$ cat src/rtl/spi_slave_regbank.sv
// SPI slave exposing a bank of 2^ADDR_W 8-bit registers.
//
// A frame starts on nss falling. The first byte is a command:
// bit7 = 1 for write, 0 for read, and bits[ADDR_W-1:0] = start address.
// Every following byte writes to, or reads from, the current address.
// The address then increments and wraps at the top of the bank.
// All SPI inputs are resynchronized into clk. SPI mode and bit order are
// latched when the frame starts.
//
// Ports
//   clk, rst          system clock; asynchronous active-high reset
//   sclk, nss, mosi   SPI bus from the master (asynchronous to clk)
//   miso, miso_oe     serial data to the master and its drive enable
//   cpol, cpha, lsbf  SPI mode and bit order, latched at frame start
//   regs              flattened register file, register k at [8k+7:8k]
//   wr_stb/addr/data  one-clk pulse describing each committed write
//   busy              frame in progress (state machine not idle)
module spi_slave_regbank #(
  parameter int ADDR_W      = 4,
  parameter int SYNC_STAGES = 2
) (
  input  logic                       clk,
  input  logic                       rst,
  input  logic                       sclk,
  input  logic                       nss,
  input  logic                       mosi,
  output logic                       miso,
  output logic                       miso_oe,
  input  logic                       cpol,
  input  logic                       cpha,
  input  logic                       lsbf,
  output logic [8*(1<<ADDR_W)-1:0]   regs,
  output logic                       wr_stb,
  output logic [ADDR_W-1:0]          wr_addr,
  output logic [7:0]                 wr_data,
  output logic                       busy
);

  localparam int NREG = 1 << ADDR_W;

  typedef enum logic [1:0] {ST_IDLE, ST_CMD, ST_DATA} state_t;

  logic [SYNC_STAGES-1:0] r_sclk_sync, r_nss_sync, r_mosi_sync;
  logic                   r_sclk_prev, r_nss_prev;
  state_t                 r_state;
  logic                   r_cpol, r_cpha, r_lsbf;
  logic [2:0]             r_bitcnt;
  logic [7:0]             r_rx, r_tx;
  logic                   r_is_wr;
  logic [ADDR_W-1:0]      r_addr;
  logic [NREG-1:0][7:0]   r_regs;
  logic                   r_miso, r_miso_oe, r_busy, r_wr_stb;
  logic [ADDR_W-1:0]      r_wr_addr;
  logic [7:0]             r_wr_data;

  logic w_sclk, w_nss, w_mosi;
  logic w_sclk_rise, w_sclk_fall, w_nss_fall, w_nss_rise;
  logic w_lead, w_trail, w_sample, w_shift;
  logic [7:0] w_rx_next, w_tx_shifted;
  logic w_tx_bit;
  logic [ADDR_W-1:0] w_cmd_addr, w_addr_inc;

  // Synchronizers clear to 0. The nss edge detector also starts from 0.
  // If nss is already low when rst is released, no falling edge is seen.
  // That frame is then ignored until nss goes high and falls again.
  always_ff @(posedge clk or posedge rst) begin
    if (rst) begin
      r_sclk_sync <= '0;
      r_nss_sync  <= '0;
      r_mosi_sync <= '0;
    end else begin
      r_sclk_sync <= {r_sclk_sync[SYNC_STAGES-2:0], sclk};
      r_nss_sync  <= {r_nss_sync[SYNC_STAGES-2:0],  nss};
      r_mosi_sync <= {r_mosi_sync[SYNC_STAGES-2:0], mosi};
    end
  end

  assign w_sclk = r_sclk_sync[SYNC_STAGES-1];
  assign w_nss  = r_nss_sync[SYNC_STAGES-1];
  assign w_mosi = r_mosi_sync[SYNC_STAGES-1];

  assign w_sclk_rise = w_sclk & ~r_sclk_prev;
  assign w_sclk_fall = ~w_sclk & r_sclk_prev;
  assign w_nss_fall  = ~w_nss & r_nss_prev;
  assign w_nss_rise  = w_nss & ~r_nss_prev;

  // The leading edge leaves the idle level set by cpol.
  // The sample and change edges swap with cpha.
  assign w_lead   = r_cpol ? w_sclk_fall : w_sclk_rise;
  assign w_trail  = r_cpol ? w_sclk_rise : w_sclk_fall;
  assign w_sample = r_cpha ? w_trail : w_lead;
  assign w_shift  = r_cpha ? w_lead  : w_trail;

  assign w_rx_next    = r_lsbf ? {w_mosi, r_rx[7:1]} : {r_rx[6:0], w_mosi};
  assign w_tx_bit     = r_lsbf ? r_tx[0] : r_tx[7];
  assign w_tx_shifted = r_lsbf ? {1'b0, r_tx[7:1]} : {r_tx[6:0], 1'b0};
  assign w_cmd_addr   = w_rx_next[ADDR_W-1:0];
  assign w_addr_inc   = r_addr + ADDR_W'(1);

  always_ff @(posedge clk or posedge rst) begin
    if (rst) begin
      r_sclk_prev <= 1'b0;
      r_nss_prev  <= 1'b0;
      r_state     <= ST_IDLE;
      r_cpol      <= 1'b0;
      r_cpha      <= 1'b0;
      r_lsbf      <= 1'b0;
      r_bitcnt    <= '0;
      r_rx        <= '0;
      r_tx        <= '0;
      r_is_wr     <= 1'b0;
      r_addr      <= '0;
      r_regs      <= '0;
      r_miso      <= 1'b0;
      r_miso_oe   <= 1'b0;
      r_busy      <= 1'b0;
      r_wr_stb    <= 1'b0;
      r_wr_addr   <= '0;
      r_wr_data   <= '0;
    end else begin
      r_sclk_prev <= w_sclk;
      r_nss_prev  <= w_nss;
      r_wr_stb    <= 1'b0;
      case (r_state)
        ST_IDLE: begin
          if (w_nss_fall) begin
            r_state   <= ST_CMD;
            r_busy    <= 1'b1;
            r_miso_oe <= 1'b1;
            r_cpol    <= cpol;
            r_cpha    <= cpha;
            r_lsbf    <= lsbf;
            r_bitcnt  <= '0;
            r_tx      <= '0;      // command byte answers with zeros
            r_miso    <= 1'b0;
          end
        end
        default: begin
          if (w_nss_rise) begin
            // Any partial byte is dropped here and never committed.
            r_state   <= ST_IDLE;
            r_busy    <= 1'b0;
            r_miso_oe <= 1'b0;
            r_miso    <= 1'b0;
          end else begin
            if (w_shift) begin
              r_miso <= w_tx_bit;
              r_tx   <= w_tx_shifted;
            end
            if (w_sample) begin
              r_rx     <= w_rx_next;
              r_bitcnt <= r_bitcnt + 3'd1;
              if (r_bitcnt == 3'd7) begin
                if (r_state == ST_CMD) begin
                  r_state <= ST_DATA;
                  r_is_wr <= w_rx_next[7];
                  r_addr  <= w_cmd_addr;
                  r_tx    <= w_rx_next[7] ? 8'h00 : r_regs[w_cmd_addr];
                end else begin
                  if (r_is_wr) begin
                    r_regs[r_addr] <= w_rx_next;
                    r_wr_stb       <= 1'b1;
                    r_wr_addr      <= r_addr;
                    r_wr_data      <= w_rx_next;
                  end
                  // The next byte is loaded now. It shifts out on the
                  // following change edge, before the master samples it.
                  r_addr <= w_addr_inc;
                  r_tx   <= r_is_wr ? 8'h00 : r_regs[w_addr_inc];
                end
              end
            end
          end
        end
      endcase
    end
  end

  assign miso    = r_miso;
  assign miso_oe = r_miso_oe;
  assign regs    = r_regs;
  assign wr_stb  = r_wr_stb;
  assign wr_addr = r_wr_addr;
  assign wr_data = r_wr_data;
  assign busy    = r_busy;

endmodule

$ cat config.mk
export PLATFORM = sky130hd
export DESIGN_NAME = spi_slave_regbank
export DESIGN_NICKNAME = d
export VERILOG_FILES = /design/src/rtl/spi_slave_regbank.sv
export SDC_FILE = /design/constraint.sdc
export NUM_CORES = 1
export LEC_CHECK = 0
export CAP_MARGIN = 20
export CORE_ASPECT_RATIO = 0.8
export CORE_MARGIN = 2
export CORE_UTILIZATION = 58
export DETAILED_ROUTE_END_ITERATION = 12
export PLACE_DENSITY_LB_ADDON = 0.25
export SETUP_SLACK_MARGIN = 0.3
export SLEW_MARGIN = 20
export SYNTH_ARGS = -nofsm -noshare
export SYNTH_HDL_FRONTEND = slang
export SYNTH_SLANG_ARGS = --single-unit
$ cat constraint.sdc
create_clock -name clk -period 10.17 [get_ports clk]
set_input_delay 1.017 -clock clk [delete_from_list [all_inputs] [get_ports clk]]
set_output_delay 1.017 -clock clk [all_outputs]
set_load 0.1 [all_outputs]
======== Yosys cells after proc, flatten, opt, wreduce, memory -nomap -nowiden ========
Index checks and enable logic that the tools add are counted.
storage, ports and cells
  register bits ........................... 180
  bits of input ports ..................... 8
operators by class
  equal/unequal tests ..................... 4
  order comparisons ....................... 4
  multiplexer cells ....................... 47
  bitwise operators ....................... 11
  reduce and logical (&&, ||, !) cells .... 18
  $add $sub $neg .......................... 2
operators by type and width
  cell                                                                                 count
  128-bit bitwise mux                                                                  1
  8-bit two-way mux                                                                    14
  8-bit binary-select mux with 4-bit select                                            2
  8-bit demux with 4-bit select                                                        1
  1-bit two-way mux                                                                    18
  4-bit by 5-bit less-than comparator with 1-bit output, second input constant         3
  2-bit two-way mux                                                                    6
  3-bit two-way mux                                                                    4
  3-bit nonzero test                                                                   4
  2-bit AND reduction                                                                  4
  4-bit AND reduction                                                                  2
  1-bit inverter                                                                       7
  3-bit AND reduction                                                                  2
  6-bit AND reduction                                                                  1
  5-bit AND reduction                                                                  1
  4-bit by 1-bit adder with 4-bit output, second input constant                        1
  1-bit bitwise AND                                                                    4
  4-bit by 1-bit greater-or-equal comparator with 1-bit output, second input constant  1
  4-bit two-way mux                                                                    1
  2-bit nonzero test                                                                   2
  3-bit by 1-bit adder with 3-bit output, second input constant                        1
  3-bit == test, second input constant                                                 1
  2-bit by 1-bit == test with 1-bit output, second input constant                      1
  2-bit zero test                                                                      1
  other kinds (3)                                                                      3

======== Logic depth before layout (Yosys ltp) ========
Gate-level depths: netlist (run 1).
  depth in word-level cells ............... 9
  depth in mapped cells ................... 13

======== Worst setup path before layout (run 1) ========
Ideal clock, no wire load.
  path type ............................... flip-flop to flip-flop
  start point ............................. reg r_addr[0]
  end point ............................... reg r_tx[1]
  clock period less this slack ............ 3.150 ns
  setup time .............................. 0.152 ns
  data arrival time ....................... 2.998 ns
  slack ................................... 7.020 ns
  stages on the path, launching flop included .. 14
  required time ........................... 10.018 ns
  path through ............................ dfrtp_1 > buf_4 > buf_2 > buf_2 > inv_1 > ha_1 > buf_2 > buf_2 > buf_2 > mux4_2 > nand2_1 > a21oi_1 > a2111oi_0 > a41oi_1
between the ends
  word-level cells in the longest chain between the ends .. 9
ends and longest elaborated chain
  what                                       RTL line  source
  start: declaration                         50        logic [ADDR_W-1:0] r_addr;
  start signal: assignment                   157       r_addr <= w_cmd_addr;
  start signal: assignment                   168       r_addr <= w_addr_inc;
  4-bit by 1-bit adder with 4-bit output     98        assign w_addr_inc = r_addr + ADDR_W'(1);
  8-bit binary-select mux with 4-bit select  169       r_tx <= r_is_wr ? 8'h00 : r_regs[w_addr_inc];
  8-bit two-way mux (not written as such)    169
  8-bit two-way mux                          169
  8-bit two-way mux                          154       if (r_state == ST_CMD) begin
  8-bit two-way mux                          153       if (r_bitcnt == 3'd7) begin
  8-bit two-way mux                          150       if (w_sample) begin
  8-bit two-way mux                          139       if (w_nss_rise) begin
  8-bit two-way mux                          124       case (r_state)
  end signal: assignment                     148       r_tx <= w_tx_shifted;
  end signal: assignment                     158       r_tx <= w_rx_next[7] ? 8'h00 : r_regs[w_cmd_addr];
  end signal: assignment                     169
  end: declaration                           48        logic [7:0] r_rx, r_tx;
Every way passes these cells. The select of a mux whose other input is x is not followed.
A chain may end at the register's enable or synchronous reset.

======== Final worst setup path (run 1) ========
  start point ............................. reg r_lsbf
  end point ............................... reg r_tx[0]
between the ends
  word-level cells in the longest chain between the ends .. 9
ends and longest elaborated chain
  what                                       RTL line  source
  start: declaration                         46        logic r_cpol, r_cpha, r_lsbf;
  start signal: assignment                   132       r_lsbf <= lsbf;
  8-bit two-way mux                          94        assign w_rx_next = r_lsbf ? {w_mosi, r_rx[7:1]} : {r_rx[6:0], w_mosi};
  8-bit binary-select mux with 4-bit select  158
  8-bit two-way mux (not written as such)    158
  8-bit two-way mux                          158
  8-bit two-way mux                          154
  8-bit two-way mux                          153
  8-bit two-way mux *                        150
  8-bit two-way mux *                        139
  8-bit two-way mux *                        124
Mark *: on every way between the ends. The rest lies on a longest branch, timed or not. The select of a mux whose other input is x is not followed.

==> impl_metrics.py, run 1 <==
metrics = {
    "floorplanning": {
        "core_area_um2": 15900,
        "die_h_um": 118,
        "effective_utilization_at_floorplan_pct": 59.6,
        "die_x_um": 147,
        "fp.dieArea_um2": 17300,
        "floorplan.io_pins": 152,
        "rows": 41,
    },
    "global_route": {
        "grt_util_met3_pct": 11.3,
        "antenna_violations_before_repair": 1,
        "globalRoute.busiestLayer": "met2",
        "globalRouteMet1Util_pct": 50.6,
        "groute.usage.overall_pct": 36.3,
        "grt_start_max_net_pins": 107,
        "grt_first_pass_wirelength_mm": 47.5,
        "grt_remaining_overflow": 0,
        "grt_pass1_vias": 8037,
        "use_met2_pct": 53.7,
    },
    "place": {
        "port_buffers": 151,
        "numPlacedInstances": 1257,
        "half_perimeter_wire_length_of_the_detailed_placement_result_mm": 21.1,
        "gpl.final_weighted_congestion": 0.991,
        "place_ws_ns": 6.84,
    },
    "clock_tree": {
        "ctsLongestPathBuffers": 2,
        "clock_tree_from_tritoncts": "done",
        "clkTransAtPathRegs_ns": 0.07,
        "cts-buffers-inserted": 17,
        "tritoncts_num_sinks": 180,
        "cts_root_buf": "clkbuf_16",
        "cts_hold_buf": 0,
        "clock_insertion_delay_worst_skew_ns": 0.44,
        "cts_resized": 0,
        "cts_max_level": 4,
        "cts_setup_buffers": 0,
    },
    "timing": {
        "fin_tns_setup_ns": 0,
        "max_slew_vio_count": 0,
        "final_critical_path_setup_slack_ns": 6.79,
        "finalHoldWorstSlack_ns": 0.350,
        "hold_viol_final": 0,
        "final_min_period_over_clock_period_pct": 33.3,
        "rsz0062_at_grt": "false",
        "fmax_ghz": 0.296,
        "timing.clock.skew_ns": 0.00836,
        "timing.final.setup_violations": 0,
        "worst-slew-pin-transition_ns": 1.12,
        "max_slew_margin_pct": 23.9,
        "min_period_ns": 3.38,
    },
    "final_layout": {
        "drive_gt1_share_pct": 12.5,
        "final_nets": 1075,
        "stdcell_count": 1288,
        "num-fill-cells": 1129,
        "area_growth_syn_to_layout_pct": 23.2,
        "final_antenna_diode_count": 0,
    },
    "detailed_routing": {
        "drt-initial-drc-count": 1209,
        "antenna_viol_nets_final": 0,
        "first_pass_iters": 7,
        "drcViolationCount": 0,
        "wl_per_cell_um": 23.9,
        "totalWireLength_mm": 30.8,
        "via_count": 8511,
        "vias_per_cell": 6.61,
    },
    "synth": {
        "synth_fp_nets": 962,
        "postSynthCellCount": 948,
        "yosys-top-cells-area": "dfrtp_1 (48%), mux4_2 (10%), a21oi_1 (7.4%)",
        "synth.most_common_cell": "dfrtp_1",
        "synth-seq-area-share_pct": 47.7,
        "post_synth_instance_area_um2": 9440,
        "ys_seq_elements": 180,
        "async_flop_share_pct": 100,
        "synth-edff-count": 0,
        "postSynthAreaPerCell_um2": 9.96,
        "synth.lib_cells_used.distinct": 45,
        "synth_top_area_share_pct": 47.7,
        "synth.top_cells.by_count": "dfrtp_1 (180), nand2_1 (143), nor2_1 (141), a21oi_1 (140), mux4_2 (42)",
        "netlist.top_cell.by_area": "dfrtp_1",
        "synth_flop_cell": "dfrtp_1",
        "synth.yosys.warnings": 0,
    },
    "min_path": {
        "hold_path_depth": 0,
        "hp-class": "flip-flop to flip-flop",
    },
    "pwr": {
        "worst_ir_drop_vdd_v": 0.000106,
        "p_clk_share_pct": 38.6,
        "combPwrFrac_pct": 20.3,
        "power_density_nw_per_um2": 158,
        "net_switching_share_of_the_total_power_pct": 32.3,
        "cellInternalPower_mw": 1.25,
        "switchingPower_mw": 0.595,
        "leakage_power_nw": 4.74,
        "power.share.sequential_pct": 41.1,
    },
    "run": {
        "drv.max_cap_violation_count": 0,
    },
    "setup_path": {
        "crit_type": "flip-flop to flip-flop",
        "worst-endpoint-required_ns": 10.49,
        "crit_path_max_fanout": 38,
        "worstSetupEndpointType": "flip-flop",
        "worst_setup_path_start_kind": "flip-flop",
        "r2r_cells": 7,
        "critical_path_arrival_ns": 3.70,
    },
    "status": {
        "status": "completed",
    },
}
[layout make-up]
type,instances,area [um^2],share of cell area [%]
Clock buffer,17,425,3.66
Clock inverter,14,200,1.72
Inverter,7,31.3,0.269
Multi-Input combinational cell,689,4580,39.4
Sequential cell,180,4510,38.7
Tap cell,215,269,2.31
Timing Repair Buffer,166,1620,14.0
[sequential cells by signal, indices dropped and copies added, names as in the netlist, 2 cells and up]
| name | flops |
|---|---|
| regs | 128 |
| r_rx | 8 |
| r_tx | 8 |
| wr_data | 8 |
| r_addr | 4 |
| wr_addr | 4 |
| r_bitcnt | 3 |
| r_mosi_sync | 2 |
| r_nss_sync | 2 |
| r_sclk_sync | 2 |
| r_state | 2 |
[power groups by stage]
| stage | combinational (mW) | clock (mW) | sequential [mW] |
|---|---|---|---|
| after floorplan | 0.248 | 0 | 0.765 |
| after global placement | 0.356 | 0 | 0.770 |
| after detailed placement | 0.361 | 0 | 0.770 |
| after CTS | 0.363 | 0.711 | 0.757 |
| after global routing | 0.391 | 0.748 | 0.760 |
| final | 0.373 | 0.711 | 0.758 |
[layer usage]
layer | routed length (um) | part of all wire [%] | vias up
met3 | 3830 | 12 | 121
met1 | 12000 | 39 | 4143
met4 | 1200 | 3.9 | 0
met5 | 0 | 0 | -
li1 | - | - | 3608
met2 | 13800 | 45 | 639
[through the flow]
step           instance area [um^2]  utilization, %  power [mW]
2_1_floorplan                  9440               -        1.01
3_3_place_gp                  11000            69.4        1.13
3_5_place_dp                  11000            69.4        1.13
4_1_cts                       11600            73.3        1.83
5_1_grt                       11600            73.4        1.90
6_report                      11600            73.4        1.84
[kinds of logic after synthesis]
logic type / count (synthesis) / synth area share (%)
XOR/XNOR: 4 / 0.371
multiplexers: 77 / 14.1
buffers and inverters: 79 / 4.27
adder cells (fa/ha/maj): 6 / 0.795
flip-flops: 180 / 47.7
AO/OA/AOI/OAI: 233 / 14.6
AND/OR/NAND/NOR: 369 / 18.2
[critical path, stage by stage (launching register included)]
cell and delay [ns]:
dfrtp_1 0.33, buf_4 0.38, mux2i_4 0.94, buf_4 0.56, mux4_2 0.60, a22oi_1 0.18
a211o_1 0.15, nand3_1 0.08
[worst paths after layout]
path,start,endpoint,slack [ns]
max reg2reg,r_lsbf,r_tx[0],6.79
max,r_lsbf,r_tx[0],6.79
min,r_sclk_sync[0],r_sclk_sync[1],0.35
min reg2reg,r_sclk_sync[0],r_sclk_sync[1],0.35
min in group asynchronous,rst,regs[3],1.17
max in group asynchronous,rst,r_addr[0],7.41
[placed cells by master (no fill, tap or decap), types with 4 or more instances in the layout]
master | netlist | final
nand3_1 | 33 | 33
nand2_1 | 143 | 143
bufinv_16 | 0 | 4
inv_6 | 0 | 4
nand4_4 | 4 | 4
nor2_4 | 12 | 12
clkdlybuf4s50_1 | 0 | 151
a32oi_1 | 14 | 14
o21ai_1 | 10 | 10
mux2i_2 | 0 | 5
a2111oi_0 | 6 | 6
o31ai_1 | 4 | 4
mux4_2 | 42 | 42
nor2_1 | 141 | 141
nand2b_1 | 7 | 7
nor2b_1 | 4 | 4
a41oi_1 | 6 | 6
a21o_1 | 6 | 6
dfrtp_1 | 180 | 179
nand4_1 | 14 | 14
ha_1 | 6 | 6
a21oi_1 | 140 | 139
nor3_4 | 4 | 4
inv_1 | 7 | 6
clkbuf_16 | 0 | 17
a21oi_2 | 8 | 9
mux2i_1 | 24 | 18
a22oi_1 | 10 | 10
mux2_2 | 6 | 6
buf_4 | 3 | 15
o21ai_0 | 19 | 19
(Power assumes the default switching activity.)
==> inputs of run 2 (changes only) <==
CORE_UTILIZATION = 54   (was 58)
clock period = 3.5 ns   (was 10.17 ns; I/O delays follow)
==> run 2 against run 1 <==
  * Cell count rose by 1.6%
  * Die area is 7.2% higher
  * Clock skew grew 0.0036 ns
  * Via count is 2.3% lower
  * Fmax up 23%
  * Worst setup slack got worse by 6.0 ns
  * Largest cell class unchanged
  * Clock power rose to 3.0 times the previous value
  * Critical path type unchanged
  * Wire length fell by 5.8%
  * Sequential power grew to 2.9 times the previous value
==> impl_metrics.py, run 2 (synthesis gave the netlist of run 1 again) <==
metrics = {
    "status": {
        "status": "completed",
    },
    "detailed_routing": {
        "antenna_viol_nets_final": 0,
        "drt-initial-drc-count": 1056,
        "vias_per_cell": 6.35,
        "via_count": 8312,
        "wl_per_cell_um": 22.2,
        "drcViolationCount": 0,
        "routed-wl-met3_mm": 3.46,
        "top_signal_layer_used": "met5",
        "met2_routed_length_mm": 12.9,
        "wl_met1_mm": 11.7,
        "totalWireLength_mm": 29.0,
        "first_pass_iters": 6,
    },
    "setup_path": {
        "path_depth": 5,
        "crit_family": "multiplexers",
        "r2r_cells": 5,
        "path_buf_inv": 0,
        "worst-endpoint-required_ns": 3.82,
        "timing.rr.start": "r_cpol",
        "crit_path_max_fanout": 23,
        "worst_setup_path_start_kind": "flip-flop",
        "worstSetupEndpointType": "flip-flop",
        "cpPeakStageDelay_ns": 0.56,
        "r2r_slack_ns": 0.74,
        "critical-path-slowest-cell": "mux2i_4",
        "cp_cell_instances": "xnor2_1, mux2i_4, and2_0, nand2_1, mux2_1",
        "crit_type": "flip-flop to flip-flop",
        "critical_path_arrival_ns": 3.07,
        "worst_r2r_endpoint": "wr_addr[2]",
    },
    "global_route": {
        "grt_remaining_overflow": 0,
        "antenna_violations_before_repair": 1,
        "groute.usage.overall_pct": 32.1,
        "grt_start_max_net_pins": 129,
        "grt_pass1_vias": 7894,
        "grt_first_pass_wirelength_mm": 45.4,
    },
    "clock_tree": {
        "tritoncts_num_sinks": 180,
        "cts_root_buf": "clkbuf_16",
        "cts_max_level": 4,
        "clock_insertion_delay_worst_skew_ns": 0.43,
        "ctsLongestPathBuffers": 2,
        "cts-buffers-inserted": 17,
        "cts_setup_buffers": 0,
        "cts_hold_buf": 0,
        "clkTransAtPathRegs_ns": 0.07,
        "cts_resized": 0,
        "clock_tree_from_tritoncts": "done",
    },
    "floorplanning": {
        "die_h_um": 122,
        "die_x_um": 152,
        "core_area_um2": 17200,
        "fp.dieArea_um2": 18600,
        "floorplan.io_pins": 152,
        "rows": 43,
        "effective_utilization_at_floorplan_pct": 54.8,
    },
    "pwr": {
        "power.share.sequential_pct": 40.3,
        "combPwrFrac_pct": 20.3,
        "cellInternalPower_mw": 3.75,
        "p_clk_share_pct": 39.4,
        "switchingPower_mw": 1.72,
        "net_switching_share_of_the_total_power_pct": 31.4,
        "power_density_nw_per_um2": 464,
        "finalPower_mw": 5.47,
        "leakage_power_nw": 4.82,
        "worst_ir_drop_vdd_v": 0.000303,
    },
    "final_layout": {
        "num-fill-cells": 1329,
        "stdcell_count": 1309,
        "final_antenna_diode_count": 0,
        "layout_commonest_cell": "dfrtp_1",
        "final_nets": 1085,
        "largest_register_ff_count": 128,
        "regArea_um2": 4510,
        "layout.cells.most_common_list": "dfrtp_1 (179), clkdlybuf4s50_1 (151), nand2_1 (143)",
        "area_growth_syn_to_layout_pct": 24.7,
        "drive_gt1_share_pct": 13.2,
        "multi_input_area_um2": 4560,
    },
    "min_path": {
        "min_to": "r_mosi_sync[0]",
        "hold_path_depth": 1,
        "hold_path.startpoint": "mosi",
        "hp-class": "input pin to flip-flop",
    },
    "timing": {
        "timing.clock.skew_ns": 0.0120,
        "finalHoldWorstSlack_ns": 0.348,
        "fmax_ghz": 0.363,
        "min_period_ns": 2.76,
        "rsz0062_at_grt": "false",
        "final_critical_path_setup_slack_ns": 0.743,
        "fin_tns_setup_ns": 0,
        "timing.final.setup_violations": 0,
        "final_min_period_over_clock_period_pct": 78.8,
        "hold_viol_final": 0,
        "max_slew_vio_count": 0,
        "max_slew_margin_pct": 32.6,
        "worst-slew-pin-transition_ns": 1.01,
    },
    "place": {
        "place_ws_ns": 0.767,
        "port_buffers": 151,
        "numPlacedInstances": 1277,
        "half_perimeter_wire_length_of_the_detailed_placement_result_mm": 20.4,
        "gpl.final_weighted_congestion": 0.955,
    },
    "run": {
        "drv.max_cap_violation_count": 0,
    },
}
## run 2: power by group through the flow
stage / Combinational, mW / Clock (mW) / Sequential, mW
after floorplan: 0.720 / 0 / 2.22
after global placement: 1.06 / 0 / 2.24
after detailed placement: 1.07 / 0 / 2.24
after CTS: 1.07 / 2.17 / 2.20
after global routing: 1.17 / 2.26 / 2.21
final: 1.11 / 2.16 / 2.20
## run 2: cell type report
cell class	instances	area share (%)
Tap cell	225	2.39
Sequential cell	180	38.3
Clock inverter	13	1.85
Multi-Input combinational cell	689	38.7
Inverter	7	0.255
Clock buffer	19	3.76
Timing Repair Buffer	176	14.7
## run 2: worst max-delay path by stage
stage,startpoint,to,slack [ns]
floorplan,r_addr[0],r_tx[1],0.35
global placement,r_cpol,wr_addr[2],0.88
finish,r_cpol,wr_addr[2],0.74
global route,r_cpol,wr_addr[3],0.47
detailed placement,r_cpol,wr_addr[2],0.77
CTS,r_cpol,wr_addr[2],0.75
## run 2: metrics by stage
step / utilization, % / area, um^2
detailed placement: 64.6 / 11100
CTS: 68.4 / 11800
global placement: 64.6 / 11100
global route: 68.4 / 11800
floorplan: - / 9450
finish: 68.4 / 11800
## run 2: routing by layer
layer | up-vias | track usage, %
li1 | 3632 | -
met1 | 4053 | 45.4
met2 | 550 | 47.4
met3 | 75 | 9.04
met4 | 2 | 12.6
met5 | - | 1.59
## run 2: worst register-to-register path, cell delays in order (launching register included)
cell     delay (ns)
dfrtp_1        0.39
xnor2_1        0.36
mux2i_4        0.56
and2_0         0.39
nand2_1        0.49
mux2_1         0.47
==> inputs of run 3 (changes only) <==
CORE_UTILIZATION = 49   (was 54)
clock period = 2.25 ns   (was 3.5 ns; I/O delays follow)
==> run 3 against run 2 <==
  * The run now ends with setup timing left
  * Core utilization rose by 4.4 points
  * Critical path depth is 3 higher
  * Sequential power up 56%
==> impl_metrics.py, run 3 (synthesis gave the netlist of run 1 again) <==
metrics = {
    "detailed_routing": {
        "drt-initial-drc-count": 1198,
        "wl_per_cell_um": 25.6,
        "antenna_viol_nets_final": 0,
        "drcViolationCount": 0,
        "vias_per_cell": 6.44,
        "totalWireLength_mm": 37.6,
        "first_pass_iters": 9,
        "via_count": 9434,
    },
    "setup_path": {
        "worst_r2r_endpoint": "r_tx[7]",
        "worst_setup_path_start_kind": "flip-flop",
        "worst-endpoint-required_ns": 2.53,
        "crit_type": "flip-flop to flip-flop",
        "r2r_slack_ns": -0.1,
        "crit_path_max_fanout": 4,
        "critical_path_arrival_ns": 2.63,
        "r2r_cells": 8,
        "worstSetupEndpointType": "flip-flop",
        "timing.rr.start": "r_addr[0]",
    },
    "floorplanning": {
        "die_x_um": 159,
        "rows": 45,
        "core_area_um2": 18900,
        "floorplan.io_pins": 152,
        "fp.dieArea_um2": 20400,
        "effective_utilization_at_floorplan_pct": 49.9,
        "die_h_um": 128,
    },
    "clock_tree": {
        "cts_root_buf": "clkbuf_16",
        "clock_insertion_delay_worst_skew_ns": 0.44,
        "clock_tree_from_tritoncts": "done",
        "cts_hold_buf": 0,
        "cts-buffers-inserted": 17,
        "ctsLongestPathBuffers": 2,
        "cts_max_level": 4,
        "tritoncts_num_sinks": 180,
        "clkTransAtPathRegs_ns": 0.07,
    },
    "timing": {
        "fmax_ghz": 0.426,
        "min_period_ns": 2.35,
        "timing.clock.skew_ns": 0.0148,
        "fin_tns_setup_ns": -0.0986,
        "timing.final.setup_violations": 1,
        "final_critical_path_setup_slack_ns": -0.0986,
        "final_min_period_over_clock_period_pct": 104,
        "hold_viol_final": 0,
        "worst-slew-pin-transition_ns": 0.651,
        "finalHoldWorstSlack_ns": 0.225,
        "rsz0062_at_grt": "true",
        "max_slew_vio_count": 0,
        "max_slew_margin_pct": 56.6,
    },
    "final_layout": {
        "final_antenna_diode_count": 0,
        "drive_gt1_share_pct": 44.4,
        "final_nets": 1208,
        "layout.cells.most_common_list": "buf_4 (217), dfrtp_1 (178), nand2_1 (137)",
        "area_growth_syn_to_layout_pct": 45.8,
        "layout_commonest_cell": "buf_4",
        "largest_register_ff_count": 128,
        "final_core_utilization_pct": 72.8,
    },
    "global_route": {
        "grt_remaining_overflow": 0,
        "groute.usage.overall_pct": 35.4,
        "grt_first_pass_wirelength_mm": 53.9,
        "grt_pass1_vias": 8725,
        "grt_start_max_net_pins": 113,
        "antenna_violations_before_repair": 1,
    },
    "min_path": {
        "hp-class": "input pin to flip-flop",
        "hold_path.startpoint": "mosi",
        "hold_path_depth": 1,
        "min_to": "r_mosi_sync[0]",
    },
    "pwr": {
        "finalPower_mw": 8.92,
        "worst_ir_drop_vdd_v": 0.000426,
        "power_density_nw_per_um2": 647,
        "leakage_power_nw": 5.99,
    },
    "place": {
        "port_buffers": 151,
        "gpl.final_weighted_congestion": 1.01,
        "half_perimeter_wire_length_of_the_detailed_placement_result_mm": 23.5,
    },
    "status": {
        "violations": "setup timing",
        "status": "complete, but fails checks",
    },
    "run": {
        "drv.max_cap_violation_count": 0,
    },
}
run 3: changes by cell type in the layout (fill, tap and decap cells not counted), moves of 15 or more:
cell | before | now
buf_4 | 22 | 217
clkdlybuf4s50_1 | 151 | 7
buf_6 | 0 | 25
a21oi_2 | 9 | 66
nor2_1 | 141 | 115
a21oi_1 | 139 | 79
buf_12 | 3 | 36
nor2_2 | 0 | 15
run 3: area by class of cell:
cell class,instances,area (um^2)
Multi-Input combinational cell,692,5290
Fill cell,1324,5150
Sequential cell,180,4510
Timing Repair Buffer,296,3000
Clock buffer,19,453
Tap cell,258,323
Clock inverter,13,166
Inverter,7,32.5
run 3: worst max path at each step:
| stage | start | endpoint | slack (ns) | depth (start not counted) |
|---|---|---|---|---|
| 2_1_floorplan | r_addr[0] | r_tx[1] | -0.36 | 12 |
| 3_3_place_gp | r_addr[0] | r_tx[4] | -0.006 | 6 |
| 3_5_place_dp | r_addr[1] | r_tx[3] | -0.12 | 8 |
| 4_1_cts | r_addr[0] | r_tx[6] | 0.05 | 8 |
| 5_1_grt | r_addr[0] | r_tx[7] | -0.1 | 8 |
| 6_report | r_addr[0] | r_tx[7] | -0.1 | 8 |
run 3: repair_timing:
item                                    CTS  global route
gates resized for setup                 103            70
endpoints found under the setup margin  157           163
pin swaps                                50            27
cloned                                    9             5
buffers inserted                         43            17
run 3: metal layers:
layer,vias to the layer above,track usage (%),share of wire [%]
met5,-,0,0
met4,0,12.5,4.5
met3,165,11.3,13
met2,754,52.4,44
met1,4622,49.5,39
li1,3893,-,-
run 3: report_power, final:
| part | switching, mW | leakage, nW | internal, mW |
|---|---|---|---|
| clock | 1.38 | 0.297 | 1.82 |
| sequential | 0.116 | 2.48 | 3.32 |
| combinational | 1.51 | 3.21 | 0.773 |
run 3: critical path: stages, from the launching register on:
cell and delay, ns:
dfrtp_2 0.42, inv_4 0.05, ha_4 0.29, buf_12 0.12
buf_6 0.09, mux4_2 0.49, mux4_2 0.47, nand4_1 0.11
nand3_1 0.14
run 3: through the flow:
| stage | std cells | setup WS (ns) | area, um^2 |
|---|---|---|---|
| 2_1_floorplan | 948 | -0.356 | 9760 |
| 3_3_place_gp | 1359 | -0.00646 | 11500 |
| 3_5_place_dp | 1359 | -0.119 | 11500 |
| 4_1_cts | 1443 | 0.0542 | 13200 |
| 5_1_grt | 1465 | -0.0978 | 13800 |
| 6_report | 1465 | -0.0986 | 13800 |
